--- src/rtl/rom_loader.sv ---
// rom_loader: writer side of the instruction ROM.
// Receives a framed byte stream (SYNC, LEN_lo, LEN_hi, LEN x 4 data bytes, [CSUM])
// and writes little-endian 32-bit words to consecutive ROM word addresses from 0.
// The core is held in reset (cpu_hold_o) until a complete, valid image is written.
//
// Optional feature: define ROM_LOADER_CSUM_EN to expect a trailing checksum byte
// (XOR of LEN_lo, LEN_hi and all data bytes). Undefined: no checksum byte.
//
// Ports:
//   clk, rst_n         clock, asynchronous active-low reset
//   byte_i/_valid_i    incoming byte stream
//   byte_ready_o       loader accepts a byte (transfer on valid & ready)
//   rom_we_o           one-cycle write strobe per word
//   rom_waddr_o        ROM word address
//   rom_wdata_o        ROM write data
//   cpu_hold_o         1 = keep core in reset
//   done_o             image loaded successfully (level)
//   error_o            frame error (level)
//   words_o            words written in the current frame
module rom_loader #(
  parameter int unsigned ADDR_W      = 12,
  parameter int unsigned MAX_WORDS   = 4096,
  parameter logic [7:0]  SYNC_BYTE   = 8'hA5,
  parameter int unsigned TIMEOUT_CYC = 65535
) (
  input  logic              clk,
  input  logic              rst_n,
  input  logic [7:0]        byte_i,
  input  logic              byte_valid_i,
  output logic              byte_ready_o,
  output logic              rom_we_o,
  output logic [ADDR_W-1:0] rom_waddr_o,
  output logic [31:0]       rom_wdata_o,
  output logic              cpu_hold_o,
  output logic              done_o,
  output logic              error_o,
  output logic [ADDR_W:0]   words_o
);

  localparam int unsigned LEN_W  = 16;
  localparam int unsigned TMO_W  = 16;
  localparam int unsigned WCNT_W = ADDR_W + 1;

  typedef enum logic [2:0] {
    S_IDLE, S_LEN0, S_LEN1, S_DATA, S_CSUM, S_DONE, S_ERR
  } state_e;

  state_e              state_q, state_d;
  logic                ready_q, ready_d;
  logic                we_q, we_d;
  logic [ADDR_W-1:0]   waddr_q, waddr_d;
  logic [31:0]         wdata_q, wdata_d;
  logic                hold_q, hold_d;
  logic                done_q, done_d;
  logic                err_q, err_d;
  logic [WCNT_W-1:0]   words_q, words_d;
  logic [LEN_W-1:0]    len_q, len_d;
  logic [23:0]         buf_q, buf_d;
  logic [1:0]          bcnt_q, bcnt_d;
  logic [7:0]          csum_q, csum_d;
  logic [TMO_W-1:0]    tmo_q, tmo_d;

  logic                accept;
  logic [LEN_W-1:0]    len_full;
  logic [TMO_W-1:0]    tmo_inc;
  logic                last_word;

  assign accept    = byte_valid_i & ready_q;
  assign len_full  = {byte_i, len_q[7:0]};
  assign tmo_inc   = tmo_q + TMO_W'(1);
  assign last_word = (32'(words_q) + 32'd1) == 32'(len_q);

  // Next-state and datapath
  always_comb begin
    state_d = state_q;
    ready_d = 1'b1;
    we_d    = 1'b0;
    waddr_d = waddr_q;
    wdata_d = wdata_q;
    hold_d  = hold_q;
    done_d  = done_q;
    err_d   = err_q;
    words_d = words_q;
    len_d   = len_q;
    buf_d   = buf_q;
    bcnt_d  = bcnt_q;
    csum_d  = csum_q;
    tmo_d   = '0;

    // Address advances in the cycle after each write strobe
    if (we_q) waddr_d = waddr_q + ADDR_W'(1);

    unique case (state_q)
      S_IDLE, S_DONE, S_ERR: begin
        // SYNC (re)starts a load; anything else is discarded
        if (accept && byte_i == SYNC_BYTE) begin
          state_d = S_LEN0;
          done_d  = 1'b0;
          err_d   = 1'b0;
          hold_d  = 1'b1;
          waddr_d = '0;
          words_d = '0;
          bcnt_d  = '0;
        end
      end
      S_LEN0: begin
        if (accept) begin
          len_d   = {8'h00, byte_i};
          csum_d  = byte_i;
          state_d = S_LEN1;
        end
      end
      S_LEN1: begin
        if (accept) begin
          len_d  = len_full;
          csum_d = csum_q ^ byte_i;
          bcnt_d = '0;
          if (32'(len_full) > MAX_WORDS) begin
            state_d = S_ERR;
            err_d   = 1'b1;
          end else if (len_full == '0) begin
`ifdef ROM_LOADER_CSUM_EN
            state_d = S_CSUM;
`else
            state_d = S_DONE;
            done_d  = 1'b1;
            hold_d  = 1'b0;
`endif
          end else begin
            state_d = S_DATA;
          end
        end
      end
      S_DATA: begin
        if (accept) begin
          csum_d = csum_q ^ byte_i;
          if (bcnt_q == 2'd3) begin
            we_d    = 1'b1;
            wdata_d = {byte_i, buf_q};
            words_d = words_q + WCNT_W'(1);
            bcnt_d  = '0;
            if (last_word) begin
`ifdef ROM_LOADER_CSUM_EN
              state_d = S_CSUM;
`else
              state_d = S_DONE;
              done_d  = 1'b1;
              hold_d  = 1'b0;
`endif
            end
          end else begin
            // Earlier bytes shift down so byte 0 lands in [7:0]
            buf_d  = {byte_i, buf_q[23:8]};
            bcnt_d = bcnt_q + 2'd1;
          end
        end
      end
      S_CSUM: begin
        if (accept) begin
          if (byte_i == csum_q) begin
            state_d = S_DONE;
            done_d  = 1'b1;
            hold_d  = 1'b0;
          end else begin
            state_d = S_ERR;
            err_d   = 1'b1;
          end
        end
      end
      default: state_d = S_IDLE;
    endcase

    // Inter-byte timeout inside a frame
    if (state_q == S_LEN0 || state_q == S_LEN1 ||
        state_q == S_DATA || state_q == S_CSUM) begin
      if (!accept && TIMEOUT_CYC != 0) begin
        tmo_d = tmo_inc;
        if (32'(tmo_inc) == TIMEOUT_CYC) begin
          state_d = S_ERR;
          err_d   = 1'b1;
          tmo_d   = '0;
        end
      end
    end
  end

  // State and output registers
  always_ff @(posedge clk or negedge rst_n) begin
    if (!rst_n) begin
      state_q <= S_IDLE;
      ready_q <= 1'b0;
      we_q    <= 1'b0;
      waddr_q <= '0;
      wdata_q <= '0;
      hold_q  <= 1'b1;
      done_q  <= 1'b0;
      err_q   <= 1'b0;
      words_q <= '0;
      len_q   <= '0;
      buf_q   <= '0;
      bcnt_q  <= '0;
      csum_q  <= '0;
      tmo_q   <= '0;
    end else begin
      state_q <= state_d;
      ready_q <= ready_d;
      we_q    <= we_d;
      waddr_q <= waddr_d;
      wdata_q <= wdata_d;
      hold_q  <= hold_d;
      done_q  <= done_d;
      err_q   <= err_d;
      words_q <= words_d;
      len_q   <= len_d;
      buf_q   <= buf_d;
      bcnt_q  <= bcnt_d;
      csum_q  <= csum_d;
      tmo_q   <= tmo_d;
    end
  end

  assign byte_ready_o = ready_q;
  assign rom_we_o     = we_q;
  assign rom_waddr_o  = waddr_q;
  assign rom_wdata_o  = wdata_q;
  assign cpu_hold_o   = hold_q;
  assign done_o       = done_q;
  assign error_o      = err_q;
  assign words_o      = words_q;

endmodule

--- config.mk ---
export PLATFORM = sky130hd
export DESIGN_NAME = rom_loader
export DESIGN_NICKNAME = d
export VERILOG_FILES = /design/src/rtl/rom_loader.sv
export SDC_FILE = /design/constraint.sdc
export NUM_CORES = 1
export LEC_CHECK = 0
export ABC_AREA = 1
export BUFFER_PORTS_ARGS = -buffer_cell sky130_fd_sc_hd__buf_2
export CELL_PAD_IN_SITES_DETAIL_PLACEMENT = 1
export CELL_PAD_IN_SITES_GLOBAL_PLACEMENT = 1
export CORE_MARGIN = 5
export CORE_UTILIZATION = 44
export DETAILED_ROUTE_END_ITERATION = 10
export PLACE_DENSITY_LB_ADDON = 0.08
export SYNTH_ARGS = -nofsm -noshare
export SYNTH_HDL_FRONTEND = slang
export SYNTH_SLANG_ARGS = --single-unit
--- constraint.sdc ---
create_clock -name clk -period 3.3 [get_ports clk]
set_clock_uncertainty 0.05 [all_clocks]
set_input_delay 0.66 -clock clk [delete_from_list [all_inputs] [get_ports clk]]
set_output_delay 0.66 -clock clk [all_outputs]
set_load 0.005 [all_outputs]
==> results of run 1 <==
## state kept, by name, indices dropped and copies added, names as in the netlist
signal        cells
csum_q            8
error_o           1
rom_waddr_o      12
done_o            1
bcnt_q            2
tmo_q            16
byte_ready_o      1
state_q           3
len_q            16
rom_we_o          1
cpu_hold_o        1
words_o          13
buf_q            24
rom_wdata_o      32
## metal layers
| layer | share of wire [%] | track usage [%] |
|---|---|---|
| met5 | 0 | 0 |
| met3 | 3.0 | 4.400 |
| met4 | 1.4 | 6.362 |
| met2 | 51 | 38.29 |
| met1 | 44 | 28.24 |
## stage by stage
stage | setup slack [ns] | total power [µW]
floorplan | 1.294 | 3085
global placement | 0.7569 | 3499
detailed placement | 0.6019 | 3581
CTS | 0.9032 | 5590
global route | 0.6029 | 5899
finish | 0.8869 | 5545
## cell usage in the layout, fill, tap and decap left out, drive strengths merged
cell type  count
a31oi          1
clkinvlp       3
a211oi         1
clkinv         6
a21boi         1
o22ai         13
o21ai         80
nand4         12
and3           1
and2           1
nand2        198
dfstp          1
a21oi         11
nor3          10
buf           79
xor2          21
clkbuf        20
inv           90
bufinv         3
nor4           1
o211ai         2
ha             5
a22o           1
xnor3          2
or2            1
nand3         54
nand3b         3
dfrtp        130
o31ai          1
xnor2         14
conb           1
o2111ai        1
nor2          73
## cells by family (layout without fill, tap and decap cells)
logic type                 after synthesis  in the layout
adders and majority gates                5              5
and+or+nand+nor                        354            354
AOI/OAI and AO/OA                      112            112
buffers and inverters                  109            201
other                                    1              1
xor gates and xnor gates                37             37
DFF                                    131            131
## final timing paths
kind	to	start	slack, ns
min reg2reg	rom_wdata_o[1]	rom_wdata_o[1]	0.42
max in group asynchronous	len_q[11]	rst_n	2.26
max	len_q[10]	state_q[1]	0.89
min in group clk	rom_wdata_o[1]	rom_wdata_o[1]	0.42
max reg2reg	len_q[10]	state_q[1]	0.89
min	rom_wdata_o[12]	rst_n	0.18
## final cells by class
| type | count | area (µm²) | area share, % |
|---|---|---|---|
| clock buffer | 20 | 466.7 | 6.294 |
| clock inverter | 12 | 153.9 | 2.076 |
| inverter | 90 | 337.8 | 4.556 |
| multi-input combinational | 509 | 2524 | 34.04 |
| sequential | 131 | 3279 | 44.23 |
| tap | 180 | 225.2 | 3.037 |
| timing repair buffer | 79 | 427.9 | 5.771 |
## report_power, final
part	internal (µW)	switching, µW	total, µW
clock	1250	719	1970
combinational	502	880	1380
sequential	1920	273	2200
total	3670	1870	5540
==> summary.md, run 1 <==
| Metric | Value |
|---|---|
| CP max FO | 11 |
| Hold Vio Cnt, Final | 0 |
| Setup Fix Bufs, Post-CTS | 0 |
| Slew Viols, Final | 0 |
| DRC | 0 |
| Area grow syn2layout | 19.12% |
| Share of the synthesized area in the top cell type | 52.26% |
| Placed Instances | 989 |
| Syn. warnings | 0 |
| Ys flop type | dfrtp_1 |
| Count of nets after finishing | roughly 840 |
| First-pass GRT wire length | 29.26 mm |
| Layout cell share with drive strength beyond 1 | between 10% and 20% |
| Reg2reg path depth | 9 |
| ANT cells | 0 |
| Post-layout util | between 50% and 60% |
| Syn Nets | roughly 770 |
| # setup viols final | 0 |
| Congestion Overflow GR | 0 |
| Final WL | 17.23 mm |
| Cell with the most instances after synthesis | nand2_1 |
| List of most frequent post-synthesis cells | nand2_1 (197), dfrtp_1 (130), inv_1 (89) |
| Status | complete, no violations |
| Number of max-cap violations | 0 |
| Synth top area cells | dfrtp_1 (52%), nand2_1 (12%), o21ai_0 (6.4%) |
| Fraction of registers with async set/reset | 100.0% |
| Slew HR | between 50% and 60% |
| Via count of the first global-routing pass | 5,807 |
| Post-Synth XOR/XNOR Area | under 10% |
| Min Hold Slack | 0.1820 ns |
| Hold/Removal Path Class | input port to async pin |
| Initial core utilization | 44.84% |
| Crit path capture type | register |
| CP Data Required Time | roughly 3.5 ns |
| Worst-Margin Slew | just over 0.6 ns |
| Total track usage | about 22% |
| Critical path cell sequence | inv_1, nand2_1, nand2_1, nor2_1, nand2_1, inv_1, nor2_1, inv_1, o22ai_1 |
| Crit path max-delay family | simple AND/OR/NAND/NOR gates |
| Crit-path max cell delay | 0.50 ns |
| Mapped Area | approximately 0.0062 mm² |
| Seq cells post-synth | between 100 and 150 |
| Post-route insts no fill | between 1,000 and 1,500 |
| IO Pins | 73 |
| Sequential share of the synthesized area | 52.68% |
| Filler instances | roughly 1,700 |
| GPL Wtd Cong | ~0.86 |
| H-tree Lvls | 4 |
| DIE WIDTH | 128.9 µm |
| Min Tclk post-route | 2.413 ns |
| ANT nets after route | 0 |
| P_leak | approximately 0.0036 µW |
| TNS Setup | 0 ns |
| CTS sink cnt | roughly 130 |
| CP Class | register to register |
| Peak Freq | a little over 0.4 GHz |
| Post-synth EDFFs | 0 |
| CTS tree | built |
| Post_cts resized | 0 |
| Number of unique standard cell types used by synthesis | 37 |
| Die ar. | about 0.017 mm² |
| Adder-cell area share of the yosys netlist | 1.005% |
| Synth Area in Compound Gates | 9.608% |
| Initial DRC count | around 320 |
| Pre-Repair DR Iteration Count | 4 |
| Critical path buffers and inverters | 3 |
| Num CTS Buffers | 17 |
| Die height | about 130 µm |
| Worst VDD drop | around 390 µV |
| Clock transition at path regs | roughly 0.06 ns |
| Crit path depth | 9 |
| Worst skew pair latency | around 0.43 ns |
| CTS root buf | clkbuf_16 |
| Critical Path AT | about 2.7 ns |
| CP max-delay cell | nor2_1 |
| Pwr per Cell Area | between 700 and 800 mW/mm² |
| Via Count | 5,292 |
| Initial antenna violation count | 0 |
| Clock Path Buffers | 2 |
| DPL Wire Length | 12.37 mm |
| Syn Inst Count | approximately 750 |
| Core area | 0.01388 mm² |
| Pin count of the biggest net entering global routing | 65 |
| DR vias/cell | 5.183 |
| Post-synthesis mux area share | 0% |
| Largest family of logic cells by synthesized area | simple AND/OR/NAND/NOR gates |
| Cell taking the most area after synthesis | dfrtp_1 |
| Fin crit share | 73.12% |
| Fin area | roughly 0.0074 mm² |
| RSZ-0062 raised after global routing | false |
| Synth Area in Simple Gates | about a quarter |
| Routed WL per cell | approximately 17 µm |
| Syn avg cell area | between 8 and 9 µm² |
| CP Launch Type | register |
| CTS Hold Buffers Added | 0 |
| IO Port Bufs | about 70 |
| Site Rows | 43 |
| Placed Area | ~0.0068 mm² |
(Power assumes the default switching activity.)
==> run 2, diff against run 1 <==
==> constraint.sdc (replaced) <==
create_clock -name clk -period 2.26 [get_ports clk]
set_clock_uncertainty 0.05 [all_clocks]
set_input_delay 0.452 -clock clk [delete_from_list [all_inputs] [get_ports clk]]
set_output_delay 0.452 -clock clk [all_outputs]
set_load 0.005 [all_outputs]
==> run 2 against run 1 <==
  * Count of clock-buffer cells in the layout is 2 lower
  * Highest routed layer unchanged
  * Non-clock buffer count is 17 higher
  * Power is 45% higher
  * Largest cell class unchanged
  * Clock power increased by 40%
  * Critical endpoint is now tmo_q[6]
  * First-iteration DRC count is 39% lower
  * Die area unchanged
==> summary.md, run 2 (synthesis results as in run 1) <==
| Metric | Value |
|---|---|
| Status | complete, no violations |
| # setup viols final | 0 |
| DPL Wire Length | between 10 and 15 mm |
| Post-route insts no fill | around 1,000 |
| Clock Path Buffers | 2 |
| Number of max-cap violations | 0 |
| Critical path cell sequence | ha_1, nand2_1, nor2_4, nand2_1, nand3_1, nor3_1, nand3_1, nor2_4, nand3_2, nand2_8, nor2_1 |
| First-pass GRT wire length | around 29 mm |
| CP Launch Type | register |
| IO Pins | 73 |
| Most frequent cells in the layout | nand2_1 (194), dfrtp_1 (129), inv_1 (89), o21ai_0 (78), buf_2 (71) |
| Layout cell share with drive strength beyond 1 | approximately 18% |
| Final WL | approximately 17 mm |
| Max reg flops | 32 |
| TNS Setup | 0 ns |
| Int Power | 5259 µW |
| H-tree Lvls | 4 |
| IO Port Bufs | 72 |
| Routed WL per cell | ~17 µm |
| Crit path depth | 11 |
| Slew Viols, Final | 0 |
| Die ar. | between 0.015 and 0.02 mm² |
| ANT cells | 0 |
| P_leak | roughly 0.0037 µW |
| Seq pwr share | between 30% and 40% |
| Clock transition at path regs | around 0.06 ns |
| Via Count | between 5,000 and 6,000 |
| CP max FO | 15 |
| Die height | 128.9 µm |
| Hold/Removal Path Class | input port to register |
| Sw Ratio | 34.67% |
| Filler instances | about 1,700 |
| CP Class | register to register |
| Fin area | 0.007605 mm² |
| Area of the multi-input gates | about 0.0026 mm² |
| Initial antenna violation count | 0 |
| Critical path buffers and inverters | 0 |
| Peak Freq | roughly 0.47 GHz |
| Most common cell after layout, fill and taps aside | nand2_1 |
| Pwr per Cell Area | approximately 1100 mW/mm² |
| Comb pwr share | 26.3% |
| Fin crit share | a little over nine tenths |
| Critical Path AT | 2.38 ns |
| Net Sw Power | 2791 µW |
| FF+latch area | ~0.0033 mm² |
| Pin count of the biggest net entering global routing | 65 |
| CTS sink cnt | approximately 130 |
| ANT nets after route | 0 |
| Crit path capture type | register |
| Placed Instances | approximately 1,000 |
| DIE WIDTH | approximately 130 µm |
| Site Rows | 43 |
| Area grow syn2layout | 22.17% |
| Reg2reg path depth | 11 |
| Min Tclk post-route | approximately 2.1 ns |
| Hold Vio Cnt, Final | 0 |
| Hold Path Stages | 3 |
| DR vias/cell | 5.194 |
| Initial core utilization | between 40% and 50% |
| Placed Area | a little under 0.007 mm² |
| CP Data Required Time | approximately 2.5 ns |
| Count of nets after finishing | 861 |
| Crit-path max cell delay | between 0.3 and 0.4 ns |
| Congestion Overflow GR | 0 |
| CTS root buf | clkbuf_16 |
| Total track usage | a little over a fifth |
| Crit path max-delay family | simple AND/OR/NAND/NOR gates |
| GPL Wtd Cong | about 0.9 |
| Initial DRC count | 194 |
| Pre-Repair DR Iteration Count | 4 |
| Clock power frac | roughly 34% |
| Core area | between 0.01 and 0.015 mm² |
| Worst VDD drop | between 500 and 600 µV |
| DRC | 0 |
| CP max-delay cell | dfrtp_1 |
| Num CTS Buffers | 17 |
| Via count of the first global-routing pass | between 5,000 and 6,000 |
| Worst skew pair latency | roughly 0.42 ns |
| CTS tree | built |
run 2: worst paths after layout:
path | slack [ns] | start | endpoint
setup / recovery | 0.13 | tmo_q[0] | tmo_q[6]
hold / removal | 0.31 | byte_i[1] | csum_q[1]
setup reg to reg | 0.13 | tmo_q[0] | tmo_q[6]
hold reg to reg | 0.42 | rom_wdata_o[4] | rom_wdata_o[4]
max in group asynchronous | 1.09 | rst_n | words_o[1]
min in group asynchronous | 0.35 | rst_n | rom_wdata_o[20]
run 2: per-stage QoR:
step | hold WS [ns] | power, µW | setup WS, ns | util [%]
6_report | 0.3110 | 8050 | 0.1262 | 54.79
5_1_grt | 0.3265 | 8569 | -0.02459 | 54.79
4_1_cts | 0.3019 | 8045 | 0.04301 | 54.20
3_5_place_dp | 0.2503 | 5274 | -0.003655 | 49.88
3_3_place_gp | 0.2446 | 5148 | 0.1075 | 49.88
2_1_floorplan | 0.1064 | 4505 | 0.2922 | -
run 2: repair_timing:
action / in CTS / in global routing
hold buffers: 1 / 0
buffers inserted: 0 / 2
setup endpoints to repair: 2 / 21
hold endpoints to repair: 6 / 0
gates resized for setup: 1 / 19
pin swaps: 0 / 3
run 2: cell type report:
cell class,instances,area share (%)
multi-input combinational,509,34.11
tap,180,2.962
clock inverter,14,2.040
timing repair buffer,96,7.667
sequential,131,43.14
clock buffer,18,5.643
inverter,90,4.442
run 2: per-layer routing:
layer / GRT usage [%] / wire length (µm) / up-vias
met2: 36.92 / 8643 / 80
li1: - / - / 2599
met1: 28.47 / 7801 / 2687
met4: 6.424 / 240 / 0
met5: 0 / 0 / -
met3: 3.819 / 464 / 25
run 2: power by group through the flow:
| stage | registers, µW | logic, µW | clock network [µW] |
|---|---|---|---|
| floorplan | 3130 | 1380 | 0 |
| global route | 3250 | 2420 | 2900 |
| CTS | 3180 | 2080 | 2790 |
| detailed placement | 3210 | 2060 | 0 |
| finish | 3190 | 2120 | 2750 |
| global placement | 3190 | 1960 | 0 |
run 2: worst min-delay path, stage by stage:
cell and delay, ns:
buf_2 0.14, nand2_1 0.08, xor2_1 0.06
